### src/rtl/wb_arbiter.sv
// Writeback arbiter: ALU results take priority; loads are sign/zero-extended on accept and queued in a 2-entry FIFO.
// Optional `WB_HAZARD_EN adds rs1_addr/rs2_addr inputs and a ld_hazard output for pending-load dependency detection.
module wb_arbiter (
  input  logic        clk,
  input  logic        rst,
  input  logic        alu_valid,
  input  logic [4:0]  alu_rd,
  input  logic [31:0] alu_data,
  input  logic        ld_valid,
  output logic        ld_ready,
  input  logic [4:0]  ld_rd,
  input  logic [31:0] ld_rdata,
  input  logic [2:0]  ld_funct3,
  input  logic [1:0]  ld_offset,
`ifdef WB_HAZARD_EN
  input  logic [4:0]  rs1_addr,
  input  logic [4:0]  rs2_addr,
  output logic        ld_hazard,
`endif
  output logic        wb_en,
  output logic [4:0]  wb_addr,
  output logic [31:0] write_data,
  output logic [1:0]  pend_cnt
);

  // Each FIFO entry is {rd[4:0], data[31:0]}; slot 0 is always the head.
  logic [1:0][36:0] fifo_q, fifo_d;
  logic [1:0]       cnt_q, cnt_d;
  logic             wb_en_q, wb_en_d;
  logic [4:0]       wb_addr_q, wb_addr_d;
  logic [31:0]      write_data_q, write_data_d;

  logic        accept, bypass, pop, push, push_slot;
  logic [7:0]  byte_sel;
  logic [15:0] half_sel;
  logic [31:0] ext_data;

  always_comb begin
    case (ld_offset)
      2'd0:    byte_sel = ld_rdata[7:0];
      2'd1:    byte_sel = ld_rdata[15:8];
      2'd2:    byte_sel = ld_rdata[23:16];
      default: byte_sel = ld_rdata[31:24];
    endcase
    half_sel = ld_offset[1] ? ld_rdata[31:16] : ld_rdata[15:0];
    case (ld_funct3)
      3'b000:  ext_data = {{24{byte_sel[7]}}, byte_sel};
      3'b001:  ext_data = {{16{half_sel[15]}}, half_sel};
      3'b100:  ext_data = {24'd0, byte_sel};
      3'b101:  ext_data = {16'd0, half_sel};
      default: ext_data = ld_rdata;
    endcase
  end

  always_comb begin
    ld_ready  = (cnt_q != 2'd2);
    accept    = ld_valid && ld_ready;
    pop       = !alu_valid && (cnt_q != 2'd0);
    bypass    = accept && !alu_valid && (cnt_q == 2'd0);
    push      = accept && !bypass;
    // A push never happens at occupancy 2, so the free slot is 1 only when one entry stays put.
    push_slot = (cnt_q == 2'd1) && !pop;

    fifo_d = fifo_q;
    if (pop)
      fifo_d[0] = fifo_q[1];
    if (push)
      fifo_d[push_slot] = {ld_rd, ext_data};

    cnt_d = cnt_q;
    if (push && !pop)
      cnt_d = cnt_q + 2'd1;
    else if (pop && !push)
      cnt_d = cnt_q - 2'd1;

    wb_en_d      = 1'b0;
    wb_addr_d    = wb_addr_q;
    write_data_d = write_data_q;
    if (alu_valid) begin
      wb_en_d      = (alu_rd != 5'd0);
      wb_addr_d    = alu_rd;
      write_data_d = alu_data;
    end else if (pop) begin
      wb_en_d      = (fifo_q[0][36:32] != 5'd0);
      wb_addr_d    = fifo_q[0][36:32];
      write_data_d = fifo_q[0][31:0];
    end else if (bypass) begin
      wb_en_d      = (ld_rd != 5'd0);
      wb_addr_d    = ld_rd;
      write_data_d = ext_data;
    end
  end

  always_ff @(posedge clk or posedge rst) begin
    if (rst) begin
      fifo_q       <= '0;
      cnt_q        <= 2'd0;
      wb_en_q      <= 1'b0;
      wb_addr_q    <= 5'd0;
      write_data_q <= 32'd0;
    end else begin
      fifo_q       <= fifo_d;
      cnt_q        <= cnt_d;
      wb_en_q      <= wb_en_d;
      wb_addr_q    <= wb_addr_d;
      write_data_q <= write_data_d;
    end
  end

  assign wb_en      = wb_en_q;
  assign wb_addr    = wb_addr_q;
  assign write_data = write_data_q;
  assign pend_cnt   = cnt_q;

`ifdef WB_HAZARD_EN
  function automatic logic src_match(input logic [4:0] rd, input logic [4:0] a, input logic [4:0] b);
    return (rd != 5'd0) && ((rd == a) || (rd == b));
  endfunction

  always_comb begin
    ld_hazard = ((cnt_q != 2'd0) && src_match(fifo_q[0][36:32], rs1_addr, rs2_addr)) ||
                ((cnt_q == 2'd2) && src_match(fifo_q[1][36:32], rs1_addr, rs2_addr)) ||
                (accept && src_match(ld_rd, rs1_addr, rs2_addr));
  end
`endif

endmodule

### config.mk
export PLATFORM = sky130hd
export DESIGN_NAME = wb_arbiter
export DESIGN_NICKNAME = d
export VERILOG_FILES = /design/src/rtl/wb_arbiter.sv
export SDC_FILE = /design/constraint.sdc
export NUM_CORES = 1
export LEC_CHECK = 0
export BUFFER_PORTS_ARGS = -buffer_cell sky130_fd_sc_hd__buf_2
export CORE_ASPECT_RATIO = 1.1
export CORE_MARGIN = 2
export CORE_UTILIZATION = 50
export CTS_BUF_LIST = sky130_fd_sc_hd__clkbuf_4
export DETAILED_ROUTE_END_ITERATION = 8
export PLACE_DENSITY = 0.74
export SLEW_MARGIN = 10
export SYNTH_ARGS = -nofsm -noshare
export SYNTH_HDL_FRONTEND = slang
export SYNTH_SLANG_ARGS = --single-unit
### constraint.sdc
create_clock -name clk -period 5.4 [get_ports clk]
set_input_delay 0 -clock clk [delete_from_list [all_inputs] [get_ports clk]]
set_output_delay 0 -clock clk [all_outputs]
set_load 0.05 [all_outputs]
==> flow_metrics.py <==
metrics = {
    "drt": {
        "drt-pass1-iter-count": 6,
        "via_per_inst": 6.09,
        "drtIter0Drc": 556,
        "drtAntennaViolNets": 0,
        "wirelength_mm": 18.4,
        "wl_per_cell_um": 18.5,
        "drc": 0,
        "dr_total_vias": 6064,
    },
    "die": {
        "die_w_um": 108,
        "die_area_mm2": 0.0127,
        "die_h_um": 118,
        "core_mm2": 0.0115,
        "num_io_pins": 124,
        "start_util": 0.515,
        "placement_rows": 41,
    },
    "global_routing": {
        "antenna_found_initial": 0,
        "groute.usage.overall": 0.297,
        "grt_pass1_wl_mm": 29.8,
        "grt_pass1_vias": 6104,
        "overflow": 0,
        "grt_start_max_net_pins": 82,
    },
    "timing": {
        "finClkSkew_ns": 0.0137,
        "period_needed_ns": 3.37,
        "hold_viol_final": 0,
        "drv_slew": 0,
        "max_freq_ghz": 0.296,
        "setup_tns_ns": 0,
        "setup_viol": 0,
        "max_slew_margin": 0.296,
        "rsz0062_at_grt": "false",
        "worst_pin_slew_ns": 1.06,
        "fin_ws_ns": 2.03,
        "fin_crit_sh": 0.625,
    },
    "cells_and_area": {
        "nFillCells": 907,
        "ff_latch_area_mm2": 0.00285,
        "fin_util": 0.682,
        "nets": 919,
        "layout_commonest_cell": "buf_2",
        "finalInstanceArea_mm2": 0.00783,
        "syn2layout_area_growth_pct": 32.4,
        "final_cell_mix": "buf_2 (123), dfrtp_1 (114), nand2_1 (105), dlygate4sd3_1 (92), nor2_1 (68)",
        "multi_input_area_mm2": 0.00282,
        "drive_above_1_share": 0.220,
        "num_antenna_cells": 0,
        "stdcell_count": 995,
    },
    "placed_design": {
        "preCtsSetupSlack_ns": 2.68,
        "placed_area_mm2": 0.00658,
        "globalplace.congestion": 0.809,
        "dp.final_hpwl_mm": 11.4,
        "place_inst": 871,
        "numPortBuffers": 123,
    },
    "run_status": {
        "status": "finished, final reports clean",
    },
    "synth": {
        "synth_nets": 729,
        "ys_ff_latch": 114,
        "synth.distinct_cells": 47,
        "syn_area_per_cell_um2": 9.21,
        "yosys_warnings": 0,
        "yosysTopAreaCell": "dfrtp_1",
        "synth_seq_area_share": 0.482,
        "synth_edf_count": 0,
        "synth_area_leaders": "dfrtp_1 (48%), nand2_1 (6.7%), a31oi_1 (5.7%)",
        "synthesis.area_mm2": 0.00592,
        "async_flop_share": 1.00,
        "yosys.area.top_type_share": 0.482,
        "syn_inst": 642,
        "synth-main-ff-cell": "dfrtp_1",
    },
    "setup_path": {
        "criticalPathCategory": "register to register",
        "critPathMaxFanout": 25,
        "crit_path_cell_trace": "inv_1 > ha_1 > nor2b_2 > buf_4 > nand2_1 > buf_4 > o22ai_1 > a31oi_1 > dlygate4sd3_1",
        "crit_family": "buffers and inverters",
        "slowest_stage": "dlygate4sd3_1",
        "reg2reg_depth": 9,
        "cp_num_buf_inv": 4,
        "cpMostUsedCell": "buf_4",
        "critPathRequiredTime_ns": 5.82,
        "cp-start-kind": "register",
        "end_kind": "register",
        "slowest_delay_ns": 0.60,
        "cp.arrival_ns": 3.80,
        "cp.depth": 9,
    },
    "cts": {
        "htreeDepth": 4,
        "cts_max_path_buffers": 2,
        "cts.sinks": 114,
        "cts_resized": 0,
        "cts_root_buffer": "clkbuf_4",
        "path_clk_slew_ns": 0.10,
        "clk-insertion-delay-late_ns": 0.54,
        "cts_tree": "built",
        "cts_made_buffers": 17,
    },
    "pwr": {
        "p_per_area_mw_per_mm2": 535,
        "cellLeakagePower_nw": 3.56,
        "peakVddDrop_mv": 0.268,
    },
    "min_path": {
        "hold_path_class": "input port to asynchronous set/reset pin",
    },
    "flow_run": {
        "maxCapViolCount": 0,
    },
}
==> stage by stage <==
stage	hold slack (ns)	total power (W)
after detailed placement	0.0385	0.00330
after floorplan	0.105	0.00283
after CTS	0.00569	0.00417
after global routing	0.0320	0.00445
final	0.0134	0.00419
after global placement	0.0258	0.00322
==> path summary, 6_finish.rpt <==
check / from / endpoint / slack (ns)
max in group asynchronous: rst / fifo_q[60] / 4.00
worst max-delay path: pend_cnt[0] / write_data[25] / 2.03
worst min-delay path: rst / wb_addr[2] / 0.01
worst max register to register: pend_cnt[0] / write_data[25] / 2.03
min in group clk: ld_funct3[2] / fifo_q[31] / 0.04
worst min register to register: fifo_q[70] / fifo_q[70] / 0.49
==> power breakdown <==
part,total [W],internal (W),switching (W)
Sequential,0.00150,0.00126,0.000240
Combinational,0.00195,0.000679,0.00127
Clock,0.000746,0.000417,0.000329
==> tightest hold or removal path, delay by kind of cell <==
family / cells / cell delay (ns)
buffers and inverters: 3 / 0.99
==> logic make-up after synthesis <==
family,count (synthesis),share of synthesized area
AO/OA/AOI/OAI,219,0.266
XOR/XNOR,2,0.00296
adder cells (fa/ha/maj),4,0.00846
buffers and inverters,62,0.0448
flip-flops,114,0.482
multiplexers,16,0.0315
AND/OR/NAND/NOR,225,0.164
==> registers in the layout, summed over array words and instances, names as in the netlist <==
signal      cells
fifo_q         74
wb_en           1
wb_addr         5
pend_cnt        2
write_data     32
==> final cells by class <==
type / instances / area share
multi-input cells: 466 / 0.359
clock buffers: 19 / 0.0182
flip-flops and latches: 114 / 0.364
repair buffers: 225 / 0.206
well taps: 150 / 0.0240
inverters: 8 / 0.00415
clock inverters: 13 / 0.0243
==> cell usage after synthesis, types with 8 or more instances <==
master,count
buf_2,11
dfrtp_1,114
o211ai_1,9
nor2_1,70
a31oi_1,54
a21oi_1,9
o21ai_0,26
nor3_1,18
mux2_2,11
o2bb2ai_1,8
nor2b_1,12
o22ai_1,16
inv_1,8
clkbuf_1,36
a32oi_1,8
nand2_1,105
a22oi_1,28
a22o_1,23
nand2b_1,10
==> routing by layer <==
layer,up-vias,track usage,share of wire
li1,2747,-,-
met1,2921,0.395,0.40
met2,334,0.475,0.49
met3,62,0.0592,0.084
met4,0,0.121,0.032
met5,-,0,0
==> what timing repair did <==
item / in CTS / in global routing
hold buffers: 92 / 0
hold endpoints to repair: 142 / 0
buffers inserted: 0 / 0
No activity file was read; power rests on OpenSTA's default activity.
